### src/rtl/fp_addsub_round_pack.sv
// Final round-and-pack stage of the FP add/sub unit: two pipeline registers,
// IEEE-754 rounding in four modes, exception overrides and sticky flags.
module fp_addsub_round_pack #(
    parameter int unsigned EXP_W = 8,
    parameter int unsigned MAN_W = 23
) (
    input  logic                     clk,
    input  logic                     rst_n,
    input  logic                     in_valid,
    output logic                     in_ready,
    input  logic                     zero_sum,
    input  logic [EXP_W:0]           norm_e,
    input  logic [MAN_W-1:0]         norm_m,
    input  logic                     g,
    input  logic                     r,
    input  logic                     s,
    input  logic                     sa,
    input  logic                     sb,
    input  logic                     ctrl,
    input  logic                     max_ab,
    input  logic                     neg_e,
    input  logic [4:0]               input_exc,
    input  logic [1:0]               rnd_mode,
    output logic                     out_valid,
    input  logic                     out_ready,
    output logic [EXP_W+MAN_W:0]     p,
    output logic [4:0]               flags,
    input  logic                     flags_clr,
    output logic [4:0]               acc_flags
);
    localparam int unsigned ResW      = 1 + EXP_W + MAN_W;
    localparam int unsigned RndEW     = EXP_W + 2;
    localparam int unsigned ExpMaxInt = (1 << EXP_W) - 1;
    localparam logic [RndEW-1:0] ExpOvf = RndEW'(ExpMaxInt);

    typedef struct packed {
        logic             sign;
        logic [RndEW-1:0] rndE;
        logic [MAN_W-1:0] rndM;
        logic             inx;
        logic             negE;
        logic             excInv;
        logic             excInf;
        logic [1:0]       mode;
    } s1_t;

    logic v1, v2, ready2, load1, load2;
    s1_t  s1q, s1d;

    assign ready2   = ~v2 | out_ready;
    assign in_ready = ~v1 | ready2;
    assign load1    = in_valid & in_ready;
    assign load2    = v1 & ready2;
    assign out_valid = v2;

    // Stage 1: sign selection, rounding decision and mantissa/exponent increment
    logic             sbEff, zeroSign, inx, up, carry;
    logic [MAN_W:0]   sumM;
    always_comb begin
        s1d      = '0;
        sbEff    = sb ^ ctrl;
        zeroSign = (rnd_mode == 2'd3) ? (sa | sbEff) : (sa & sbEff);
        s1d.sign = zero_sum ? zeroSign : (max_ab ? sbEff : sa);
        inx      = g | r | s;
        case (rnd_mode)
            2'd0:    up = g & (r | s | norm_m[0]);
            2'd1:    up = 1'b0;
            2'd2:    up = ~s1d.sign & inx;
            default: up = s1d.sign & inx;
        endcase
        sumM  = {1'b0, norm_m} + (MAN_W+1)'(up);
        carry = sumM[MAN_W];
        s1d.rndM = carry ? '0 : sumM[MAN_W-1:0];
        s1d.rndE = {1'b0, norm_e} + RndEW'(carry);
        if (zero_sum) begin
            s1d.rndM = '0;
            s1d.rndE = '0;
        end
        s1d.inx    = inx;
        s1d.negE   = neg_e;
        s1d.excInv = |input_exc[4:2];
        s1d.excInf = input_exc[1] | input_exc[0];
        s1d.mode   = rnd_mode;
    end

    always_ff @(posedge clk or negedge rst_n) begin
        if (!rst_n) begin
            v1  <= 1'b0;
            s1q <= '0;
        end else begin
            if (in_ready) v1 <= in_valid;
            if (load1) s1q <= s1d;
        end
    end

    // Stage 2: overflow handling, exception overrides and flag generation
    logic            ovf, awayInf, noExc, ofl, ufl;
    logic [ResW-1:0] pD;
    logic [4:0]      flagsD;
    always_comb begin
        ovf     = s1q.rndE >= ExpOvf;
        awayInf = (s1q.mode == 2'd0) | ((s1q.mode == 2'd2) & ~s1q.sign)
                | ((s1q.mode == 2'd3) & s1q.sign);
        noExc   = ~s1q.excInv & ~s1q.excInf;
        if (s1q.excInv)
            pD = {1'b0, {EXP_W{1'b1}}, 1'b1, {(MAN_W-1){1'b0}}};
        else if (s1q.excInf || (ovf && awayInf))
            pD = {s1q.sign, {EXP_W{1'b1}}, {MAN_W{1'b0}}};
        else if (ovf)
            pD = {s1q.sign, {(EXP_W-1){1'b1}}, 1'b0, {MAN_W{1'b1}}};
        else
            pD = {s1q.sign, s1q.rndE[EXP_W-1:0], s1q.rndM};
        ofl    = ovf & noExc;
        ufl    = s1q.negE & s1q.inx & noExc;
        flagsD = {ofl, ufl, 1'b0, s1q.excInv, (s1q.inx | ofl | ufl) & ~s1q.excInv};
    end

    always_ff @(posedge clk or negedge rst_n) begin
        if (!rst_n) begin
            v2    <= 1'b0;
            p     <= '0;
            flags <= '0;
        end else begin
            if (ready2) v2 <= v1;
            if (load2) begin
                p     <= pD;
                flags <= flagsD;
            end
        end
    end

    // Accumulated flags: a same-cycle clear never hides the flags being delivered
    always_ff @(posedge clk or negedge rst_n) begin
        if (!rst_n)
            acc_flags <= '0;
        else if (out_valid && out_ready)
            acc_flags <= (flags_clr ? 5'b0 : acc_flags) | flags;
        else if (flags_clr)
            acc_flags <= '0;
    end
endmodule
### config.mk
export PLATFORM = sky130hd
export DESIGN_NAME = fp_addsub_round_pack
export DESIGN_NICKNAME = d
export VERILOG_FILES = /design/src/rtl/fp_addsub_round_pack.sv
export SDC_FILE = /design/constraint.sdc
export NUM_CORES = 1
export LEC_CHECK = 0
export ABC_AREA = 1
export BUFFER_PORTS_ARGS = -buffer_cell sky130_fd_sc_hd__buf_2
export CAP_MARGIN = 20
export CORE_ASPECT_RATIO = 1.2
export CORE_MARGIN = 3
export CORE_UTILIZATION = 26
export DETAILED_ROUTE_END_ITERATION = 6
export SLEW_MARGIN = 20
export SYNTH_ARGS = -nofsm -noshare
export SYNTH_HDL_FRONTEND = slang
export SYNTH_SLANG_ARGS = --single-unit
### constraint.sdc
create_clock -name clk -period 1.5 [get_ports clk]
set_input_delay 0.075 -clock clk [delete_from_list [all_inputs] [get_ports clk]]
set_output_delay 0.075 -clock clk [all_outputs]
set_load 0.02 [all_outputs]
After elaboration in Yosys (flattened, before gate mapping)
Cells that the tools add are included.
- bits in read-only memories: 0
- bits in registers: 83
- input bits: 53
- logic and storage cells: 71
- bits in writable memories: 0
- memories kept: 0
- latch bits: 0
- output and inout bits: 44
- divide/modulo/power cells: 0
- shifts and indexed selects: 0
- reductions and logical operators: 6
- add/sub/neg operators: 2
- $mul: 0
- bitwise gates (word level): 33
- equal/unequal tests: 5
- muxes and demuxes: 11
- $lt $le $gt $ge: 1
- operator list (kind ; count):
    $mux W31 ; 2
    $mux W33 ; 1
    $mux W32 ; 1
    $add A23 B1 Y24 ; 1
    $mux W23 ; 1
    $and A1 B1 Y1 ; 13
    $or A1 B1 Y1 ; 12
    $add A9 B1 Y10 ; 1
    $ge A10 B8 Y1 const B ; 1
    $mux W5 ; 2
    $eq A2 B2 Y1 const B ; 4
    $not A1 Y1 ; 6
    $or A5 B5 Y5 ; 1
    $logic_not A2 Y1 ; 2
    $mux W1 ; 3
    $pmux W1 S3 ; 1
    $reduce_or A3 Y1 ; 1
    $eq A2 B1 Y1 const B ; 1
    $logic_and A1 B1 Y1 ; 2
    $logic_or A1 B1 Y1 ; 1
    $xor A1 B1 Y1 ; 1

Depth between registers and ports, before layout
- word-level depth: 10
- mapped depth: 20
- gate-level depth less buffers: 20

Least setup slack after synthesis
Ideal clock, no wire load.
- path kind: input -> register
- start point: input port rnd_mode[0]
- end point: register s1q[37] in the netlist's numbering
- data required time: 1.374 ns
- path slack: -0.916 ns
- data arrival time: 2.290 ns
- buffers on the path: 0
- stages: 20
- setup time: 0.126 ns
- cell sequence: inv_1 o21ai_0 nand2_1 nand3_1 nand2_1 nand2_1 nand3_1 nand2_1 ha_1 nand3_4 nor2_4 nand4_2 nor2_4 ha_1 ha_1 nand2_1 nor3b_1 nand4_1 nand2_1 o21ai_0
- cells in the longest elaborated chain, start to end: 9
- elaborated cells on any way between the ends: 13
- classes of those cells: add/sub: 2; eq/ne: 3; mux: 4; bitwise: 3; reduce/logical: 1
- ends and longest elaborated chain (element ; RTL line ; text):
    from (decl) ; 23 ; input logic [1:0] rnd_mode,
    $eq A2 B2 Y1 ; 62 ; zeroSign = (rnd_mode == 2'd3) ? (sa | sbEff) : (sa & sbEff);
    $mux W1 ; 62 ;
    $mux W1 ; 63 ; s1d.sign = zero_sum ? zeroSign : (max_ab ? sbEff : sa);
    $not A1 Y1 ; 68 ; 2'd2: up = ~s1d.sign & inx;
    $and A1 B1 Y1 ; 68 ;
    $pmux W1 S3 * ; 65 ; case (rnd_mode)
    $add A23 B1 Y24 * ; 71 ; sumM = {1'b0, norm_m} + (MAN_W+1)'(up);
    $add A9 B1 Y10 * ; 74 ; s1d.rndE = {1'b0, norm_e} + RndEW'(carry);
    $mux W33 * ; 75 ; if (zero_sum) begin
    to (signal assigned) ; 89 ; s1q <= '0;
    to (signal assigned) ; 92 ; if (load1) s1q <= s1d;
    to (decl) ; 48 ; s1_t s1q, s1d;
Mark *: on every way between the ends. The rest lies on a longest branch, timed or not.
A chain may end at the register's enable or synchronous reset.

Final worst setup path
Same ends and word-level chain as after synthesis.

==> flow_metrics.tcl <==
set metrics [dict create \
    root_buffer "clkbuf_16" \
    power.internal_mw 4.47 \
    maxCapViolCount 0 \
    synth_area_leaders "dfrtp_1, nand2_1, o21ai_0" \
    postSynthRegisterBits 82 \
    synth_adder_area_share_pct 1.19 \
    place_inst 885 \
    p_total_mw 6.23 \
    vias 3970 \
    clkSlewWorstSetupHoldPaths_ns 0.06 \
    cp_max_fo 4 \
    drtAntennaViolNets 0 \
    final_area_mm2 0.00621 \
    final.setup_skew_ns 0.00825 \
    row_count 50 \
    rsz0062_at_grt "true" \
    end_kind "flop" \
    die_w_um 122 \
    ir_drop_mv 0.546 \
    violations "negative setup slack" \
    synth-simple-area-share_pct 29.0 \
    tns_ns -4.53 \
    period_share_pct 130 \
    synth_compound_area_share_pct 10.8 \
    powerDensity_mw_per_mm2 1000 \
    viasPerCell 4.29 \
    p_leak_nw 3.03 \
    syn_area_per_cell_um2 7.94 \
    io_pins 97 \
    htree_levels 3 \
    io_buffers 94 \
    routedWlPerCell_um 13.0 \
    p_clk_share_pct 38.5 \
    setup_viol 32 \
    n_antenna_cell 0 \
    syn_to_final_growth_pct 47.9 \
    grt_max_degree 33 \
    async_flop_share_pct 100 \
    dp_hpwl_mm 9.09 \
    p_comb_share_pct 20.6 \
    numCtsBuffers 9 \
    final_max_slew_viol_count 0 \
    worst-setup-path-type "in -> reg" \
    hold_viol 0 \
    worst-endpoint-required_ns 1.73 \
    min_period_ns 1.94 \
    yosys-top-cells-count "nand2_1, dfrtp_1, o21ai_0" \
    synth.area.mux_share_pct 0 \
    clockBufferDepth 2 \
    die_area_mm2 0.0177 \
    worst_slack_ns -0.445 \
    cp.arrival_ns 2.17 \
    fillers 1622 \
    placed_area_mm2 0.00546 \
    start_util_pct 26.7 \
    nets 770 \
    syn_inst 529 \
    synth_top_area_cell "dfrtp_1" \
    ys_types 38 \
    first_global_vias 3990 \
    drt_iter0_drc 147 \
    yosysMostFrequentCell "nand2_1" \
    drive_gt1_share_pct 37.3 \
    cts_tree "built" \
    start_kind "input pin" \
    status "finished with violations" \
    grt_pass1_wl_mm 19.5 \
    core_mm2 0.0157 \
    synth_top_family_by_area "simple AND/OR/NAND/NOR gates" \
    synth_flop_cell "dfrtp_1" \
    drt_pass1_iterations 5 \
    p_seq_share_pct 40.9 \
    synth-edff-count 0 \
    dieHeight_um 145 \
    routabilityCongestion 0.890 \
    fmax_mhz 514 \
    p_switching_mw 1.75 \
    stdcell_count 926 \
    antenna_found_initial 0 \
    grt_use_total_pct 13.7 \
    swShare_pct 28.2 \
    route.detailed.drc 0 \
    overflow 0 \
    wirelength_mm 12.0 \
    synthXorXnorAreaFrac_pct 3.75 \
    min_path_type "in -> reg" \
    ys_warn_count 0 \
    synth_top_area_share_pct 48.9 \
    clock-sinks 82 \
    insertion_delay_ns 0.34 \
    synthesis.area_mm2 0.00420 \
    yosysSeqAreaShare_pct 48.9 \
]
what timing repair did:
action	in CTS	in global routing
gates cloned	1	2
hold endpoints to repair	31	0
pin swaps	14	9
setup endpoints to repair	40	64
hold buffers	3	0
setup buffers	19	9
gates resized for setup	26	32
cells in the final DEF, fill, tap and decap left out, types with 4 or more instances in the layout:
master / n
ha_4: 4
dfrtp_1: 82
buf_6: 9
xor2_1: 11
a21oi_1: 4
buf_4: 81
inv_1: 33
o21ai_0: 43
xnor2_1: 6
nor2_4: 7
nand2_2: 24
buf_2: 91
nor2_1: 39
nand3_1: 11
nand2_1: 173
buf_12: 4
inv_2: 7
clkbuf_16: 10
o22ai_1: 8
o21ai_1: 20
power by group through the flow:
| stage | combinational [mW] | sequential, mW | clock (mW) |
|---|---|---|---|
| floorplan | 0.512 | 2.66 | 0 |
| global placement | 1.13 | 2.58 | 0 |
| detailed placement | 1.13 | 2.59 | 0 |
| CTS | 1.23 | 2.55 | 2.45 |
| global route | 1.43 | 2.58 | 2.55 |
| finish | 1.28 | 2.55 | 2.40 |
flip-flops by register name, indices dropped and copies added (netlist names):
signal	flops
s1q	39
p	32
acc_flags	4
flags	4
flagsD	1
out_valid	1
v1	1
final timing paths:
kind                                        to                  start  cells past startpoint  slack [ns]
setup / recovery           s1q[37]$_DFFE_PN0P_            rnd_mode[0]                     21       -0.44
hold / removal             s1q[38]$_DFFE_PN0P_              norm_e[7]                      3        0.02
setup reg to reg             p[29]$_DFFE_PN0P_  out_valid$_DFFE_PN0P_                      7        0.09
hold reg to reg            s1q[20]$_DFFE_PN0P_    s1q[20]$_DFFE_PN0P_                      2        0.47
max in group asynchronous  s1q[33]$_DFFE_PN0P_                  rst_n                      3        0.76
min in group asynchronous     p[7]$_DFFE_PN0P_                  rst_n                      2        0.20
routing by layer:
| metal | share of wire (%) | GRT usage [%] | vias to the layer above |
|---|---|---|---|
| met5 | 0 | 0 | - |
| met4 | 2.1 | 5.49 | 0 |
| met2 | 51 | 23.6 | 74 |
| met3 | 3.8 | 2.07 | 17 |
| li1 | - | - | 2067 |
| met1 | 44 | 16.9 | 1812 |
final cells by class:
type                       count  area (um2)  area share, %
clock inverter                 5        85.1           1.37
timing repair buffer         189        1300           20.9
timing repair inverter         1        7.51          0.121
multi-input combinational    389        2110           33.9
inverter                      41         158           2.54
sequential                    82        2050           33.0
clock buffer                  11         243           3.91
tap                          208         260           4.19
critical path, stage by stage:
cell and delay, ns:
buf_2 0.11, inv_2 0.04, o21ai_1 0.11, nand2_1 0.07
nand3_2 0.07, nand2_2 0.07, nand2_2 0.06, nand3_2 0.07
nand2_2 0.09, ha_4 0.14, nand3_4 0.08, nor2_4 0.11
nand4_4 0.09, nor2_4 0.13, ha_4 0.15, ha_4 0.14
nand2_4 0.06, nor3b_4 0.22, nand4_1 0.12, nand2_1 0.09
o21ai_1 0.06
through the flow:
step	worst slack (ns)	util (%)	hold slack [ns]
after floorplan	-0.612	-	-0.221
after global placement	-0.799	34.8	0.0277
after detailed placement	-0.877	34.8	0.0280
after CTS	-0.379	38.4	0.00720
after global routing	-0.614	39.6	0.0149
final	-0.445	39.6	0.0197
cells by family (layout without fill, tap and decap cells):
family / Yosys count / in the layout
other: 1 / 2
buffers and inverters: 60 / 247
AO/OA/AOI/OAI: 85 / 85
XOR/XNOR: 18 / 18
AND/OR/NAND/NOR: 279 / 280
flip-flops: 82 / 82
adder cells (fa/ha/maj): 4 / 4
Note: power is estimated with default switching activity, not from simulation.
